`config.mk`:
```
export PLATFORM = sky130hd
export DESIGN_NAME = ym_frame_player_flat
export DESIGN_NICKNAME = d
export VERILOG_FILES = /design/src/rtl/ym_frame_player_pkg.sv /design/src/rtl/ym_frame_player_if.sv /design/src/rtl/ym_frame_player_bus_cycle.sv /design/src/rtl/ym_frame_player.sv /design/src/flat_wrapper.sv
export SDC_FILE = /design/constraint.sdc
export NUM_CORES = 1
export LEC_CHECK = 0
export ABC_AREA = 1
export CAP_MARGIN = 20
export CORE_ASPECT_RATIO = 1.1
export CORE_MARGIN = 3
export CORE_UTILIZATION = 55
export CTS_CLUSTER_SIZE = 25
export DETAILED_ROUTE_END_ITERATION = 6
export GPL_TIMING_DRIVEN = 1
export PLACE_DENSITY = 0.85
export SYNTH_ARGS = -nofsm -noshare
export SYNTH_HDL_FRONTEND = slang
export SYNTH_HIERARCHICAL = 1
export SYNTH_SLANG_ARGS = --single-unit
```
`constraint.sdc`:
```
create_clock -name CLK -period 3.04 [get_ports CLK]
set_clock_uncertainty 0.15 [all_clocks]
set_input_delay 0.608 -clock CLK [delete_from_list [all_inputs] [get_ports CLK]]
set_output_delay 0.608 -clock CLK [all_outputs]
set_load 0.01 [all_outputs]
```
`src/rtl/ym_frame_player_pkg.sv`:
```
// ym_bus_pkg: shared state/phase types and PSG bus encodings for the frame player
package ym_bus_pkg;
  typedef enum logic [1:0] {LOAD, READY, PLAY} state_e;
  typedef enum logic [1:0] {ADDR, GAP1, DATA, GAP2} phase_e;
  localparam logic [3:0] ENV_SHAPE_REG = 4'd13;
  localparam logic [7:0] ENV_SKIP_VAL = 8'hFF;
  localparam logic [1:0] LATCH = 2'b11;
  localparam logic [1:0] WRITE = 2'b10;
  localparam logic [1:0] INACTIVE = 2'b00;
  localparam logic [1:0] ADDR_GAP = 2'b01;
endpackage

```
`src/rtl/ym_frame_player_if.sv`:
```
// ym_frame_player_if: stream-in and PSG bus signals
//   stream: S_VALID/S_DATA in, S_READY out; control: CE, FRAME_TICK in
//   PSG: BDIR, BC, DO out; status: BUSY, UNDERRUN out
interface ym_frame_player_if;
  logic CE, FRAME_TICK, S_VALID, S_READY, BDIR, BC, BUSY, UNDERRUN;
  logic [7:0] S_DATA, DO;
  modport master(input CE, FRAME_TICK, S_VALID, S_DATA, output S_READY, BDIR, BC, DO, BUSY, UNDERRUN);
  modport slave(output CE, FRAME_TICK, S_VALID, S_DATA, input S_READY, BDIR, BC, DO, BUSY, UNDERRUN);
endinterface

```
`src/rtl/ym_frame_player_bus_cycle.sv`:
```
// ym_bus_cycle: one PSG register write as ADDR/GAP1/DATA/GAP2 phases of HOLD CE ticks
//   in: CLK, RESET, start, addr, data, CE; out: BDIR, BC, DO (registered), done
module ym_bus_cycle
  import ym_bus_pkg::*;
#(
  parameter int HOLD = 2
) (
  input  logic       CLK,
  input  logic       RESET,
  input  logic       start,
  input  logic [3:0] addr,
  input  logic [7:0] data,
  input  logic       CE,
  output logic       BDIR,
  output logic       BC,
  output logic [7:0] DO,
  output logic       done
);
  localparam int CW = HOLD > 1 ? $clog2(HOLD) : 1;
  logic active_q, active_d, adv;
  phase_e phase_q, phase_d, step;
  logic [CW-1:0] cnt_q, cnt_d;
  logic [1:0] bus_q, bus_d;
  logic [7:0] do_q, do_d;
  // done is combinational so the next register's start lands on the same edge
  always_comb begin
    adv = active_q && CE && cnt_q == '0;
    step = phase_q == ADDR ? GAP1 : phase_q == GAP1 ? DATA : phase_q == DATA ? GAP2 : ADDR;
    done = adv && phase_q == GAP2;
    active_d = start || (active_q && !done);
    phase_d = start ? ADDR : adv ? step : phase_q;
    cnt_d = (start || adv) ? CW'(HOLD - 1) : (active_q && CE) ? cnt_q - 1'b1 : cnt_q;
    bus_d = start ? LATCH : adv ? (step == GAP1 ? ADDR_GAP : step == DATA ? WRITE : INACTIVE) : bus_q;
    do_d = start ? {4'b0, addr} : (adv && step == DATA) ? data : do_q;
  end
  always_ff @(posedge CLK) begin
    if (RESET) begin
      active_q <= 1'b0;
      phase_q <= ADDR;
      cnt_q <= '0;
      bus_q <= INACTIVE;
      do_q <= '0;
    end else begin
      active_q <= active_d;
      phase_q <= phase_d;
      cnt_q <= cnt_d;
      bus_q <= bus_d;
      do_q <= do_d;
    end
  end
  assign {BDIR, BC} = bus_q;
  assign DO = do_q;
endmodule

```
`src/rtl/ym_frame_player.sv`:
```
// ym_frame_player: buffers one NREGS-byte register frame and replays it to the PSG per FRAME_TICK
//   in: CLK, RESET; bus (master): CE, FRAME_TICK, S_VALID, S_DATA in;
//   S_READY, BDIR, BC, DO, BUSY, UNDERRUN out (all registered)
module ym_frame_player
  import ym_bus_pkg::*;
#(
  parameter int NREGS = 14,
  parameter int HOLD = 2
) (
  input logic CLK,
  input logic RESET,
  ym_frame_player_if.master bus
);
  state_e state_q, state_d;
  logic [3:0] widx_q, widx_d, ridx_q, ridx_d;
  logic [7:0] frame_q [16];
  logic s_ready_q, busy_q, underrun_q, underrun_d;
  logic accept, last, tick_go, start, done, env_skip, more;
  logic [4:0] inc, nxt;
  // an R13 of 0xFF means "leave the envelope alone": no bus cycles for it
  assign env_skip = NREGS > 13 && frame_q[ENV_SHAPE_REG] == ENV_SKIP_VAL;
  always_comb begin
    accept = bus.S_VALID && state_q == LOAD;
    last = widx_q == 4'(NREGS - 1);
    inc = {1'b0, ridx_q} + 5'd1;
    nxt = (env_skip && inc == {1'b0, ENV_SHAPE_REG}) ? inc + 5'd1 : inc;
    more = nxt < 5'(NREGS);
    tick_go = bus.FRAME_TICK && (state_q == READY || (accept && last));
    start = tick_go || (state_q == PLAY && done && more);
    state_d = tick_go ? PLAY : (accept && last) ? READY : (state_q == PLAY && done && !more) ? LOAD : state_q;
    widx_d = accept ? (last ? 4'd0 : widx_q + 4'd1) : widx_q;
    ridx_d = tick_go ? 4'd0 : (state_q == PLAY && done && more) ? nxt[3:0] : ridx_q;
    underrun_d = bus.FRAME_TICK && !tick_go;
  end
  always_ff @(posedge CLK) begin
    if (RESET) begin
      state_q <= LOAD;
      widx_q <= '0;
      ridx_q <= '0;
      s_ready_q <= 1'b1;
      busy_q <= 1'b0;
      underrun_q <= 1'b0;
    end else begin
      state_q <= state_d;
      widx_q <= widx_d;
      ridx_q <= ridx_d;
      s_ready_q <= state_d == LOAD;
      busy_q <= state_d != LOAD;
      underrun_q <= underrun_d;
    end
  end
  always_ff @(posedge CLK) begin
    if (accept) frame_q[widx_q] <= bus.S_DATA;
  end
  ym_bus_cycle #(.HOLD(HOLD)) u_cycle (
    .CLK(CLK),
    .RESET(RESET),
    .start(start),
    .addr(ridx_d),
    .data(frame_q[ridx_q]),
    .CE(bus.CE),
    .BDIR(bus.BDIR),
    .BC(bus.BC),
    .DO(bus.DO),
    .done(done)
  );
  assign bus.S_READY = s_ready_q;
  assign bus.BUSY = busy_q;
  assign bus.UNDERRUN = underrun_q;
endmodule

```
`src/flat_wrapper.sv`:
```
// flat-port wrapper written by rule: the top's interface ports become plain ports
module ym_frame_player_flat import ym_bus_pkg::*;
#(
  parameter int NREGS = 14,
  parameter int HOLD = 2
)
  (CLK, RESET, bus_CE, bus_FRAME_TICK, bus_S_VALID, bus_S_DATA, bus_S_READY, bus_BDIR, bus_BC, bus_DO, bus_BUSY, bus_UNDERRUN);
  ym_frame_player_if bus_i ();
  input logic CLK;
  input logic RESET;
  input wire logic [$bits(bus_i.CE)-1:0] bus_CE;
  input wire logic [$bits(bus_i.FRAME_TICK)-1:0] bus_FRAME_TICK;
  input wire logic [$bits(bus_i.S_VALID)-1:0] bus_S_VALID;
  input wire logic [$bits(bus_i.S_DATA)-1:0] bus_S_DATA;
  output wire logic [$bits(bus_i.S_READY)-1:0] bus_S_READY;
  output wire logic [$bits(bus_i.BDIR)-1:0] bus_BDIR;
  output wire logic [$bits(bus_i.BC)-1:0] bus_BC;
  output wire logic [$bits(bus_i.DO)-1:0] bus_DO;
  output wire logic [$bits(bus_i.BUSY)-1:0] bus_BUSY;
  output wire logic [$bits(bus_i.UNDERRUN)-1:0] bus_UNDERRUN;
  assign bus_i.CE = bus_CE;
  assign bus_i.FRAME_TICK = bus_FRAME_TICK;
  assign bus_i.S_VALID = bus_S_VALID;
  assign bus_i.S_DATA = bus_S_DATA;
  assign bus_S_READY = bus_i.S_READY;
  assign bus_BDIR = bus_i.BDIR;
  assign bus_BC = bus_i.BC;
  assign bus_DO = bus_i.DO;
  assign bus_BUSY = bus_i.BUSY;
  assign bus_UNDERRUN = bus_i.UNDERRUN;
  ym_frame_player #(.NREGS(NREGS), .HOLD(HOLD)) u_core (.CLK(CLK), .RESET(RESET), .bus(bus_i));
endmodule
```
==> flow_metrics.env <==
export IMPL_min_to="u_core/u_cycle/DO[5]"
export IMPL_powerDensity_nw_per_um2=610
export IMPL_cts_resized=0
export IMPL_drtAntennaViolNets=0
export IMPL_grt_max_degree=58
export IMPL_die_y_um=120
export IMPL_design_core_area_um2=11200
export IMPL_track_usage=0.262
export IMPL_grt_pass1_wl_um=25600
export IMPL_hold_viol_final=0
export IMPL_rr_endpoint="u_core/u_cycle/DO[1]"
export IMPL_first_pass_iters=7
export IMPL_outcome="complete, but fails checks"
export IMPL_cts_sinks=155
export IMPL_finalCritPeriodShare=0.919
export IMPL_cts_root_buf="clkbuf_16"
export IMPL_h_tree_depth=4
export IMPL_worstSetupEndpointType="register"
export IMPL_path_cells="buf_4 > nand3_1 > nand2_2 > nand2_1 > nor2_1 > nand3_1 > nand2_1 > nor2_1 > nand2_2 > nand3_4 > nand2_1 > inv_2 > nand2_1 > nand2_1 > nand2_1 > a21oi_1"
export IMPL_cts_clk_slew_worst_paths_ns=0.06
export IMPL_vias_per_cell=6.24
export IMPL_synthMuxAreaShare=0
export IMPL_num_rows=40
export IMPL_grt_pass1_vias=4900
export IMPL_synth_edf_count=128
export IMPL_worst_setup_path_type="reg2reg"
export IMPL_worst_path_dominant_cell_family="simple AND/OR/NAND/NOR gates"
export IMPL_yosys_warnings=6
export IMPL_worstMarginPinSlew_ns=0.655
export IMPL_hold_buffers=0
export IMPL_finalSetupViolations=0
export IMPL_post_cts_repair_setup_buffers=0
export IMPL_crit_fanout=44
export IMPL_slowest_stage="buf_4"
export IMPL_antenna_found_initial=0
export IMPL_clock_path_buffers=2
export IMPL_violations="DRC"
export IMPL_syn_avg_cell_area_um2=11.1
export IMPL_synthArstFlopShare=0
export IMPL_p_total_mw=4.65
export IMPL_synth_compound_area_share=0.122
export IMPL_gr_total_overflow=0
export IMPL_synth_cells=583
export IMPL_synth_most_common_cell="edfxtp_1"
export IMPL_drc=5
export IMPL_yosys_top_cells_area="edfxtp_1 59%, dfxtp_1 8.3%, nor2_1 6.3%, o21ai_0 5.2%, nand2_1 4.3%"
export IMPL_synthXorXnorAreaFrac=0.00135
export IMPL_rrSetupSlack_ns=0.25
export IMPL_drv_cap=0
export IMPL_synthDistinctLibCells=31
export IMPL_pre_cts_slack_ns=0.127
export IMPL_syn_to_final_growth_pct=17.4
export IMPL_die_area_um2=13100
export IMPL_ios=26
export IMPL_maxSlewViolCount=0
export IMPL_syn_cell_area_um2=6490
export IMPL_crit_path_start_kind="register"
export IMPL_finalCriticalPeriod_ns=2.79
export IMPL_start_util=0.579
export IMPL_path_buf_inv=2
export IMPL_ys_seq_area_frac=0.676
export IMPL_dp_hpwl_um=9400
export IMPL_cp_required_ns=3.17
export IMPL_numPortBuffers=25
export IMPL_drtIter0Drc=596
export IMPL_routed_wl_um=16100
export IMPL_cpPeakStageDelay_ns=0.39
export IMPL_path_common_cell="nand2_1"
export IMPL_ys_ff_latch=155
export IMPL_nets=647
export IMPL_p_leak_nw=2.74
export IMPL_avgRoutedWirePerCell_um=20.5
export IMPL_globalplace_congestion=0.855
export IMPL_setup_ws_ns=0.246
export IMPL_synth_simple_gate_area_frac=0.146
export IMPL_yosysTopAreaCell="edfxtp_1"
export IMPL_via_count=4903
export IMPL_die_w_um=110
export IMPL_tns_ns=0
export IMPL_yosysTopAreaCellShare=0.592
export IMPL_yosys_area_share_adder=0.0154
export IMPL_ir_drop_mv=0.405
export IMPL_insertion_delay_ns=0.42
export IMPL_syn_nets=604
export IMPL_cts_tree="yes"
export IMPL_synth_top_family_by_area="simple AND/OR/NAND/NOR gates"
export IMPL_ys_flop_type="edfxtp_1"
export IMPL_synth_common_cells="128 x edfxtp_1, 109 x nor2_1, 75 x nand2_1"
export IMPL_worstHoldStart="u_core/u_cycle/DO[5]"
export IMPL_r2r_start="u_core/ridx_q[0]"
export IMPL_rsz0062_at_grt="no"
export IMPL_timing_fmax_ghz=0.358
export IMPL_reg2regPathDepth=16
export IMPL_drive_above_1_share=0.117
export IMPL_hp_class="reg2reg"
export IMPL_max_slew_margin=0.562
export IMPL_arrival_ns=2.93
export IMPL_hold_depth=2
export IMPL_antenna_cells=0
export IMPL_cts_buffers=17
-- registers in the layout, summed over array words and instances (netlist names) --
signal	count
u_core/frame_q	128
u_core/u_cycle/DO	8
u_core/ridx_q	4
u_core/widx_q	4
u_core/state_q	2
u_core/u_cycle/bus_q	2
u_core/u_cycle/phase_q	2
u_core/bus.BUSY	1
u_core/bus.S_READY	1
u_core/bus.UNDERRUN	1
u_core/u_cycle/active_q	1
u_core/u_cycle/cnt_q	1
-- worst max-delay path by stage --
| stage | end | cells after the start | from |
|---|---|---|---|
| floorplan | u_core/u_cycle/DO[0] | 21 | u_core/ridx_q[0] |
| global placement | u_core/u_cycle/DO[1] | 14 | bus_S_VALID |
| detailed placement | u_core/u_cycle/DO[1] | 14 | bus_S_VALID |
| CTS | u_core/u_cycle/DO[1] | 17 | u_core/ridx_q[1] |
| global route | u_core/u_cycle/DO[3] | 16 | u_core/ridx_q[0] |
| finish | u_core/u_cycle/DO[1] | 16 | u_core/ridx_q[0] |
-- cell families after synthesis --
group | after synthesis
XOR/XNOR | 1
AO/OA/AOI/OAI | 132
buffers and inverters | 63
flip-flops | 155
AND/OR/NAND/NOR | 224
adder cells (fa/ha/maj) | 8
-- stage by stage --
| step | utilization | instance area [um^2] | std cells | hold slack (ns) |
|---|---|---|---|---|
| after CTS | 0.680 | 7620 | 786 | 0.326 |
| after global routing | 0.680 | 7620 | 786 | 0.354 |
| after detailed placement | 0.624 | 7000 | 754 | 0.316 |
| after global placement | 0.624 | 7000 | 754 | 0.302 |
| after floorplan | - | 6490 | 583 | 0.318 |
| final | 0.680 | 7620 | 786 | 0.327 |
-- tightest hold or removal path, stage by stage, from the launching register on --
cell	delay, ns
dfxtp_1	0.31
nand2_1	0.06
a21oi_1	0.06
-- layer usage --
| metal | vias to the layer above | routed length [um] | GRT usage |
|---|---|---|---|
| met5 | - | 0 | 0 |
| met3 | 59 | 1340 | 0.0672 |
| met4 | 0 | 627 | 0.139 |
| met1 | 2387 | 5840 | 0.308 |
| met2 | 293 | 8330 | 0.435 |
| li1 | 2164 | - | - |
-- area by class of cell --
type | instances | area [um^2]
clock buffers | 19 | 433
clock inverters | 13 | 190
fillers | 789 | 3590
inverters | 36 | 135
multi-input cells | 365 | 1850
flip-flops and latches | 155 | 4390
well taps | 147 | 184
repair buffers | 51 | 445
-- power by group --
group	internal (mW)	switching, mW
registers	2.32	0.00641
logic	0.0331	0.0751
clock network	1.38	0.836
-- cell usage in the layout, fill, tap and decap left out, drive strengths merged, types with 3 or more instances in the layout --
cell type	count
buf	26
a21oi	14
nand4	3
nand3	23
o221ai	22
o22ai	11
nand2	80
clkdlybuf4s50	25
edfxtp	128
clkinv	5
nor2	114
ha	8
o211ai	10
bufinv	4
clkinvlp	3
clkbuf	19
o21ai	73
inv	37
dfxtp	27
nor3	3
(Power assumes the default switching activity.)
